### config.mk
export PLATFORM = sky130hd
export DESIGN_NAME = mod60_bcd_counter
export DESIGN_NICKNAME = d
export VERILOG_FILES = /design/src/rtl/timer_pkg.sv /design/src/rtl/bcd_digit.sv /design/src/rtl/mod60_bcd_counter.sv
export SDC_FILE = /design/constraint.sdc
export NUM_CORES = 1
export LEC_CHECK = 0
export ABC_AREA = 1
export CORE_AREA = 4 4 41 43
export DETAILED_ROUTE_END_ITERATION = 8
export DIE_AREA = 0 0 45 47
export SLEW_MARGIN = 10
export SYNTH_ARGS = -nofsm -noshare
export SYNTH_HDL_FRONTEND = slang
export SYNTH_HIERARCHICAL = 1
export SYNTH_SLANG_ARGS = --single-unit
### constraint.sdc
create_clock -name i_clk -period 2.9 [get_ports i_clk]
set_input_delay 0.725 -clock i_clk [delete_from_list [all_inputs] [get_ports i_clk]]
set_output_delay 0.725 -clock i_clk [all_outputs]
set_load 0.01 [all_outputs]
### src/rtl/timer_pkg.sv
// Shared constants and types for the timer counter chain.
package timer_pkg;
  localparam int BCD_W    = 4;
  localparam int ONES_MAX = 9;
  localparam int TENS_MAX = 5;

  typedef logic [BCD_W-1:0] bcd_t;
endpackage

### src/rtl/bcd_digit.sv
// One counter digit: counts 0..MAX on enable, carry flags the wrapping cycle.
module bcd_digit #(
  parameter int WIDTH = 4,
  parameter int MAX   = 9
) (
  input  logic             i_clk,
  input  logic             i_rst_n,
  input  logic             i_en,
  input  logic             i_clr,
  output logic [WIDTH-1:0] o_q,
  output logic             o_carry
);
  localparam logic [WIDTH-1:0] MAX_Q = WIDTH'(MAX);

  logic [WIDTH-1:0] r_q;

  // i_rst_n is active high; the name is inherited from the timer codebase.
  always_ff @(posedge i_clk or posedge i_rst_n) begin
    if (i_rst_n)   r_q <= '0;
    else if (i_clr) r_q <= '0;
    else if (i_en)  r_q <= (r_q >= MAX_Q) ? '0 : r_q + 1'b1;
  end

  assign o_q     = r_q;
  assign o_carry = i_en & (r_q == MAX_Q);
endmodule

### src/rtl/mod60_bcd_counter.sv
// Modulo-60 packed-BCD counter; o_tc is the cascade enable for the next stage.
module mod60_bcd_counter
  import timer_pkg::*;
#(
  parameter int ONES_MAX = timer_pkg::ONES_MAX,
  parameter int TENS_MAX = timer_pkg::TENS_MAX
) (
  input  logic       i_clk,
  input  logic       i_rst_n,
  input  logic       i_en,
  output logic       o_tc,
  output logic [6:0] o_cnt_num
);
  localparam bcd_t       ONES_LIM = BCD_W'(ONES_MAX);
  localparam logic [2:0] TENS_LIM = 3'(TENS_MAX);

  bcd_t       w_ones;
  logic [2:0] w_tens;
  logic       w_ones_carry;
  logic       w_tens_carry;
  logic       w_illegal;
  logic       w_clr;

  // An out-of-range digit (e.g. upset) must return the whole count to 00,
  // not just the offending digit, so both digits share one clear.
  assign w_illegal = (w_ones > ONES_LIM) | (w_tens > TENS_LIM);
  assign w_clr     = i_en & w_illegal;

  bcd_digit #(.WIDTH(BCD_W), .MAX(ONES_MAX)) u_ones (
    .i_clk   (i_clk),
    .i_rst_n (i_rst_n),
    .i_en    (i_en),
    .i_clr   (w_clr),
    .o_q     (w_ones),
    .o_carry (w_ones_carry)
  );

  bcd_digit #(.WIDTH(3), .MAX(TENS_MAX)) u_tens (
    .i_clk   (i_clk),
    .i_rst_n (i_rst_n),
    .i_en    (w_ones_carry),
    .i_clr   (w_clr),
    .o_q     (w_tens),
    .o_carry (w_tens_carry)
  );

  assign o_tc      = w_tens_carry & ~w_illegal;
  assign o_cnt_num = {w_tens, w_ones};
endmodule

==> results of run 1 <==
-- power groups by stage --
stage / Combinational (mW) / Clock, mW / Sequential [mW]
detailed placement: 0.281 / 0 / 0.210
finish: 0.284 / 0.0818 / 0.211
floorplan: 0.145 / 0 / 0.212
global placement: 0.277 / 0 / 0.209
CTS: 0.285 / 0.0870 / 0.209
global route: 0.320 / 0.0965 / 0.220
-- tightest hold or removal path, delay by kind of cell, from the launching register on --
family	cells	cell delay (ps)
DFF	1	420
buffers and inverters	1	90
AOI/OAI and AO/OA	1	100
-- metal layers --
layer	GRT usage, %	routed length [um]
met5	0	0
met4	10.5	12
met3	2.30	22
met2	16.1	469
met1	15.9	526
-- flip-flops by register name (all words and copies together), names as in the netlist --
name        count
u_ones/o_q      4
u_tens/o_q      3
-- layout by cell type (no fill, tap or decap) --
master	count
sky130_fd_sc_hd__o21ai_0	4
sky130_fd_sc_hd__nor3_2	1
sky130_fd_sc_hd__dfrtp_1	7
sky130_fd_sc_hd__or2_4	2
sky130_fd_sc_hd__dlygate4sd2_1	1
sky130_fd_sc_hd__nand3_1	6
sky130_fd_sc_hd__a21oi_1	7
sky130_fd_sc_hd__nand4_1	1
sky130_fd_sc_hd__clkbuf_4	3
sky130_fd_sc_hd__clkdlybuf4s50_1	9
sky130_fd_sc_hd__o21ai_2	1
sky130_fd_sc_hd__nor2_1	6
sky130_fd_sc_hd__ha_1	5
sky130_fd_sc_hd__buf_4	2
sky130_fd_sc_hd__inv_1	13
sky130_fd_sc_hd__clkbuf_1	1
sky130_fd_sc_hd__or2_0	1
sky130_fd_sc_hd__nand2_1	13
-- cell families after synthesis --
group | Yosys count
adders and majority gates | 5
and+or+nand+nor | 30
DFF | 7
buffers and inverters | 13
AOI/OAI and AO/OA | 12
-- layout make-up --
| cell class | instances | share of cell area, % |
|---|---|---|
| multi-input cells | 47 | 41.2 |
| well taps | 15 | 2.88 |
| repair buffers | 12 | 17.5 |
| inverters | 13 | 7.50 |
| flip-flops and latches | 7 | 26.9 |
| clock buffers | 4 | 4.04 |
-- worst max-delay path by stage --
stage / cells after the start / slack (ps) / to / from
after floorplan: 6 / 830 / o_tc / i_en
after global placement: 8 / -110 / o_tc / i_en
after detailed placement: 8 / -130 / o_tc / i_en
after CTS: 8 / 190 / o_tc / i_en
after global routing: 8 / 90 / o_tc / i_en
final: 8 / 220 / o_tc / i_en
==> results.toml, run 1 <==
[timing]
max_clock_freq_ghz = 0.373
measured_slew_at_the_worst_slew_check_pin_ps = 419
report.final.setup_viol = 0
final_critical_path_required_period_ps = 2680
tns_ps = 0
worst_slack_ps = 222
fin_skew_ps = 0.895
timing.slew.headroom_pct = 72.1
final_worst_hold_slack_ps = 660
rsz0062_at_grt = "no"
timing.final.hold_violations = 0
timing_max_transition_violations_final = 0
share_of_the_clock_period_used_by_the_worst_path_after_layout_pct = 92.3

[detailed_routing]
wl_um = 1030
detailedRoute.firstIterationViolations = 5
route.antenna.remaining_nets = 0
avgRoutedWirePerCell_um = 10.5
route.detailed.vias_per_inst = 4.70
route.vias.total = 461
post-route-drc-count = 0
drtPass1Iterations = 4

[placed_design]
buffer_ports.inserted = 10
placedCellCount = 94
detailedPlacementHpwl_um = 791
finalWeightedCongestion = 0.743
dpl_worst_slack_ps = -134
post_dp_cell_area_um2 = 621

[floorplanning]
floorplan.initialDensity_pct = 37.4
floorplan.die_area_um2 = 2120
placementRows = 13
core-area_um2 = 1300
dieHeight_um = 47
boundaryPins = 11
fp.dieW_um = 45

[grt]
grt_antenna_before_repair = 0
first_global_vias = 423
grt_start_max_net_pins = 9
first_pass_grt_wire_length_um = 1730
gr-usage-all-layers_pct = 11.9
overflow = 0

[synthesis]
synth_enable_flop_cells = 0
synth.yosys.seq_area_share_pct = 36.0
synth-seq-cells = 7
syn_area_per_cell_um2 = 7.26
ys.flop_type = "sky130_fd_sc_hd__dfrtp_1"
netlist_area_before_placement_um2 = 487
synth_top_area_share_pct = 36.0
postSynth.asyncResetShare_pct = 100
synth_top_family_by_area = "simple AND/OR/NAND/NOR gates"
synth_adder_area_share_pct = 12.9
synth_area_in_simple_gates_pct = 28.0
yosysWarnings = 6
synthesis.instances = 67
synthMuxAreaShare_pct = 0
synth.distinct_cells = 13
synthesis.nets = 75
yosys_top_cell_by_area = "sky130_fd_sc_hd__dfrtp_1"
synth.area.top_cells = "sky130_fd_sc_hd__dfrtp_1 36%, sky130_fd_sc_hd__ha_1 13%, sky130_fd_sc_hd__inv_1 10%, sky130_fd_sc_hd__nand2_1 10%, sky130_fd_sc_hd__a21oi_1 7.2%"
synth.top_cells.by_count = "13 x sky130_fd_sc_hd__inv_1, 13 x sky130_fd_sc_hd__nand2_1, 7 x sky130_fd_sc_hd__a21oi_1, 7 x sky130_fd_sc_hd__dfrtp_1"
synth_compound_gate_area_share_pct = 13.1
synthXorXnorAreaFrac_pct = 0

[power_and_ir_drop]
cellPowerDensity_nw_per_um2 = 887
cellInternalPower_mw = 0.330
vdd.ir_drop.worst_uv = 414
design_power_mw = 0.577
power.share.combinational_pct = 49.2
net-switching-power_mw = 0.247
static-leakage-power_nw = 0.335
portion_of_total_power_attributed_to_sequential_cells_pct = 36.6
netSwitchingFraction_pct = 42.8
power_frac_clock_pct = 14.2

[setup_path]
startpoint_type = "input pin"
timing.rr.end = "u_tens/o_q[2]$_DFFE_PP0P_"
reg2reg_slack_ps = 1340
crit_buf_inv = 3
critical_r2r_launch = "u_ones/o_q[1]$_DFFE_PP0P_"
cp_endpoint_kind = "output port"
critPathMaxFanout = 2
timing.critical_path.max_delay_family = "buffers and inverters"
worst-r2r-cell-count = 8
setup.worst_path.class = "input pin to output port"
slowest_stage = "sky130_fd_sc_hd__clkdlybuf4s50_1"
cp.arrival_ps = 1950
cp_cell_sequence = "clkdlybuf4s50_1 -> nand2_1 -> nor3_2 -> nand2_1 -> nor2_1 -> inv_1 -> nor2_1 -> dlygate4sd2_1"
crit_path_max_incr_delay_ps = 480
worst_ep_required_time_ps = 2170

[min_path]
hold_depth = 2
destination_of_the_worst_hold_path = "u_tens/o_q[0]$_DFFE_PP0P_"
min_from = "u_tens/o_q[0]$_DFFE_PP0P_"
worstHoldPathType = "flop to flop"

[clock_network]
hold_fix_buffers_at_cts = 0
cts-htree-levels = 1
clock_latency_reported_for_the_late_side_of_the_worst_skew_pair_ps = 240
post_cts_resize_count = 2
worst_setup_hold_path_clk_slew_ps = 50
clock-sinks = 7
post-cts-setup-buffers = 0
cts_tree = "yes"
cts_buffers = 3
cts_buffer_depth = 2
clock-root-buffer = "sky130_fd_sc_hd__clkbuf_4"

[finish]
num-nets-final = 92
layout-drive-gt1-share_pct = 10.8
nFillCells = 146
utilization_pct = 50.0
layout_area_growth_over_synthesis_pct = 33.7
final_design_area_no_fill_um2 = 651
final_instance_count_excl_fillers = 98
antenna-diode-count = 0
multi_input_comb_area_um2 = 268
register_area_um2 = 175

[outcome]
run_status = "finished, final reports clean"

[job]
maxCapViolCount = 0
(Power assumes the default switching activity.)
==> inputs of run 2 (changes only) <==
CORE_AREA = 2 2 39 41   (was 4 4 41 43)
DIE_AREA = 0 0 41 43   (was 0 0 45 47)
==> results.toml, run 2 (synthesis results as in run 1) <==
[floorplanning]
fp.dieW_um = 41
placementRows = 14
floorplan.initialDensity_pct = 35.2
dieHeight_um = 43
floorplan.die_area_um2 = 1760
core-area_um2 = 1380
boundaryPins = 11

[detailed_routing]
route.detailed.vias_per_inst = 4.87
wl_um = 1020
drtPass1Iterations = 4
post-route-drc-count = 0
avgRoutedWirePerCell_um = 10.2
route.vias.total = 487
route.antenna.remaining_nets = 0
detailedRoute.firstIterationViolations = 7

[job]
maxCapViolCount = 0

[grt]
groute.layer.met2.usage_pct = 22.2
grt_start_max_net_pins = 9
most_crowded_layer_gr = "met2"
first_pass_grt_wire_length_um = 1750
grt_antenna_before_repair = 0
first_global_vias = 442
overflow = 0
grt.met3_usage_pct = 7.85
met1_usage_pct = 17.7
gr-usage-all-layers_pct = 15.1

[setup_path]
critical_r2r_launch = "u_ones/o_q[2]$_DFFE_PP0P_"
setup.worst_path.class = "input pin to output port"
startpoint_type = "input pin"
cp.arrival_ps = 1940
cp_endpoint_kind = "output port"
worst_ep_required_time_ps = 2170
critPathMaxFanout = 2
critPathLaunch = "i_en"

[power_and_ir_drop]
static-leakage-power_nw = 0.340
vdd.ir_drop.worst_uv = 522
cellPowerDensity_nw_per_um2 = 884
design_power_mw = 0.583

[placed_design]
buffer_ports.inserted = 10
placedCellCount = 96
finalWeightedCongestion = 0.719
post_dp_cell_area_um2 = 629
detailedPlacementHpwl_um = 775

[outcome]
run_status = "finished, final reports clean"

[timing]
max_clock_freq_ghz = 0.375
report.final.setup_viol = 0
timing_max_transition_violations_final = 0
rsz0062_at_grt = "no"
fin_skew_ps = 2.26
share_of_the_clock_period_used_by_the_worst_path_after_layout_pct = 92.0
timing.final.hold_violations = 0
timing.slew.headroom_pct = 69.2
final_critical_path_required_period_ps = 2670
measured_slew_at_the_worst_slew_check_pin_ps = 462
final_worst_hold_slack_ps = 620

[clock_network]
cts_buffers = 3
cts-htree-levels = 1
post-cts-setup-buffers = 0
cts_buffer_depth = 2
clock-root-buffer = "sky130_fd_sc_hd__clkbuf_4"
cts_tree = "yes"
clock_latency_reported_for_the_late_side_of_the_worst_skew_pair_ps = 250
clock-sinks = 7
worst_setup_hold_path_clk_slew_ps = 50

[finish]
num-nets-final = 93
layout-drive-gt1-share_pct = 11.9
layout_common_cells = "13 x sky130_fd_sc_hd__nand2_1, 13 x sky130_fd_sc_hd__inv_1, 9 x sky130_fd_sc_hd__clkdlybuf4s50_1"
final_design_area_no_fill_um2 = 659
flip_flop_count_of_the_largest_register_after_layout = 4
antenna-diode-count = 0
final_instance_count_excl_fillers = 100
layout_area_growth_over_synthesis_pct = 35.5

[min_path]
min_from = "u_ones/o_q[1]$_DFFE_PP0P_"
worstHoldPathType = "flop to flop"
[run 2: cell count changes in the layout (fill, tap and decap cells not counted)]
cell | previous run | this run
sky130_fd_sc_hd__buf_4 | 2 | 3
[run 2: area by class of cell]
| class | instances | area, um2 |
|---|---|---|
| Tap cell | 16 | 20.0 |
| Timing Repair Buffer | 13 | 121 |
| Clock buffer | 4 | 26.3 |
| Inverter | 13 | 48.8 |
| Fill cell | 154 | 724 |
| Multi-Input combinational cell | 47 | 268 |
| Sequential cell | 7 | 175 |
[run 2: critical path, cell delays in order]
cell and delay (ps):
sky130_fd_sc_hd__clkdlybuf4s50_1 480, sky130_fd_sc_hd__nand2_1 70, sky130_fd_sc_hd__nor3_2 130, sky130_fd_sc_hd__nand2_1 70
sky130_fd_sc_hd__nor2_1 90, sky130_fd_sc_hd__inv_1 40, sky130_fd_sc_hd__nor2_1 80, sky130_fd_sc_hd__dlygate4sd2_1 260
[run 2: per-layer routing]
| layer | part of all wire, % | vias to the layer above | wire length [um] |
|---|---|---|---|
| li1 | - | 247 | - |
| met1 | 45 | 227 | 461 |
| met2 | 49 | 11 | 504 |
| met3 | 4.3 | 2 | 44 |
| met4 | 1.1 | 0 | 11 |
| met5 | 0 | - | 0 |
[run 2: timing repair]
action	4_1_cts	5_1_grt
setup endpoints to repair	1	0
gates resized for setup	2	0
hold buffers	0	0
[run 2: worst paths after layout]
path                                        endpoint  slack, ps  depth (start not counted)
max                                             o_tc        230                          8
min                        u_ones/o_q[1]$_DFFE_PP0P_        620                          2
max reg2reg                u_ones/o_q[3]$_DFFE_PP0P_       1390                          5
min reg2reg                u_ones/o_q[1]$_DFFE_PP0P_        620                          2
max in group asynchronous  u_ones/o_q[1]$_DFFE_PP0P_       2060                          2
min in group asynchronous  u_tens/o_q[2]$_DFFE_PP0P_        670                          2
[run 2: power by group]
group	internal, mW	total [mW]	switching (mW)
logic	0.149	0.299	0.151
clock network	0.0524	0.0862	0.0339
registers	0.138	0.197	0.0591
[run 2: stage by stage]
step | setup slack, ps | util (%) | TNS [ps]
after global placement | -129 | 45.5 | -129
after CTS | 214 | 47.6 | 0
after detailed placement | -111 | 45.5 | -111
after global routing | 74.1 | 47.6 | 0
final | 232 | 47.6 | 0
after floorplan | 827 | - | 0
==> inputs of run 3 (changes only) <==
SKIP_CTS_REPAIR_TIMING = 1   (was not set)
==> results.toml, run 3 (synthesis results as in run 1) <==
[finish]
final_design_area_no_fill_um2 = 663
antenna-diode-count = 0
multi_input_comb_area_um2 = 268
nFillCells = 154
flip_flop_count_of_the_largest_register_after_layout = 4
utilization_pct = 47.9
layout-drive-gt1-share_pct = 11.9
layout_common_cells = "13 x sky130_fd_sc_hd__nand2_1, 13 x sky130_fd_sc_hd__inv_1, 9 x sky130_fd_sc_hd__clkdlybuf4s50_1"
register_area_um2 = 175
layout_area_growth_over_synthesis_pct = 36.2
final_instance_count_excl_fillers = 100
num-nets-final = 93

[clock_network]
worst_setup_hold_path_clk_slew_ps = 50
cts_buffer_depth = 2
cts-htree-levels = 1
clock-root-buffer = "sky130_fd_sc_hd__clkbuf_4"
cts_tree = "yes"
clock_latency_reported_for_the_late_side_of_the_worst_skew_pair_ps = 250
clock-sinks = 7
cts_buffers = 3

[detailed_routing]
avgRoutedWirePerCell_um = 10.3
route.antenna.remaining_nets = 0
wl_um = 1030
post-route-drc-count = 0
detailedRoute.firstIterationViolations = 7
route.vias.total = 491
drtPass1Iterations = 4
route.detailed.vias_per_inst = 4.91

[timing]
report.final.setup_viol = 0
fin_skew_ps = 2.26
rsz0062_at_grt = "no"
timing.final.hold_violations = 0
measured_slew_at_the_worst_slew_check_pin_ps = 462
final_critical_path_required_period_ps = 2570
timing.slew.headroom_pct = 69.2
share_of_the_clock_period_used_by_the_worst_path_after_layout_pct = 88.5
timing_max_transition_violations_final = 0
max_clock_freq_ghz = 0.390

[min_path]
worstHoldPathType = "flop to flop"

[setup_path]
crit_buf_inv = 3
setup.worst_path.class = "input pin to output port"
critPathMaxFanout = 2
cp_endpoint_kind = "output port"
slowest_stage = "sky130_fd_sc_hd__clkdlybuf4s50_1"
timing.critical_path.max_delay_family = "buffers and inverters"
crit_path_max_incr_delay_ps = 480
worst_ep_required_time_ps = 2170
startpoint_type = "input pin"
cp_cell_sequence = "clkdlybuf4s50_1 -> nand2_1 -> nor3_2 -> nand2_1 -> nor2_1 -> inv_1 -> nor2_1 -> dlymetal6s2s_1"
cp.arrival_ps = 1840

[grt]
first_global_vias = 442
overflow = 0
grt_antenna_before_repair = 0
gr-usage-all-layers_pct = 15.1
first_pass_grt_wire_length_um = 1750
grt_start_max_net_pins = 9

[placed_design]
detailedPlacementHpwl_um = 775
post_dp_cell_area_um2 = 629
placedCellCount = 96
buffer_ports.inserted = 10
finalWeightedCongestion = 0.719

[job]
maxCapViolCount = 0

[power_and_ir_drop]
design_power_mw = 0.583
cellPowerDensity_nw_per_um2 = 879
vdd.ir_drop.worst_uv = 522
static-leakage-power_nw = 0.354

[outcome]
run_status = "finished, final reports clean"

[floorplanning]
dieHeight_um = 43
boundaryPins = 11
placementRows = 14
floorplan.die_area_um2 = 1760
floorplan.initialDensity_pct = 35.2
core-area_um2 = 1380
fp.dieW_um = 41
run 3: routing by layer:
layer | part of all wire, % | wire length, um | vias to the layer above | GRT usage, %
met5 | 0 | 0 | - | 0
met2 | 50 | 511 | 11 | 22.2
li1 | - | - | 247 | -
met1 | 45 | 460 | 231 | 17.7
met3 | 4.3 | 44 | 2 | 7.85
met4 | 1.1 | 11 | 0 | 6.00
run 3: final timing paths:
path,end,cells after the start,startpoint,slack (ps)
worst max-delay path,o_tc,8,i_en,330
worst min-delay path,u_ones/o_q[1]$_DFFE_PP0P_,2,u_ones/o_q[1]$_DFFE_PP0P_,620
worst max register to register,u_ones/o_q[3]$_DFFE_PP0P_,5,u_ones/o_q[2]$_DFFE_PP0P_,1390
worst min register to register,u_ones/o_q[1]$_DFFE_PP0P_,2,u_ones/o_q[1]$_DFFE_PP0P_,620
max in group asynchronous,u_ones/o_q[1]$_DFFE_PP0P_,2,i_rst_n,2060
min in group asynchronous,u_tens/o_q[2]$_DFFE_PP0P_,2,i_rst_n,670
run 3: stage by stage:
stage	hold WS (ps)	setup TNS [ps]	setup slack, ps
2_1_floorplan	479	0	827
3_3_place_gp	599	-129	-129
3_5_place_dp	583	-111	-111
4_1_cts	633	-124	-124
5_1_grt	665	0	183
6_report	620	0	335
run 3: where the power goes:
group	internal (mW)	switching, mW
logic	0.149	0.151
registers	0.138	0.0591
clock network	0.0524	0.0339
total	0.339	0.244
run 3: worst register-to-register path: cells and delay by family (launching register included):
| family | cells | cell delay (ps) |
|---|---|---|
| AOI/OAI and AO/OA | 2 | 500 |
| DFF | 1 | 490 |
| and+or+nand+nor | 3 | 410 |
run 3: final cells by class:
class	count	area share [%]
multi-input combinational	47	40.4
sequential	7	26.4
timing repair buffer	13	18.9
inverter	13	7.36
clock buffer	4	3.96
tap	16	3.02
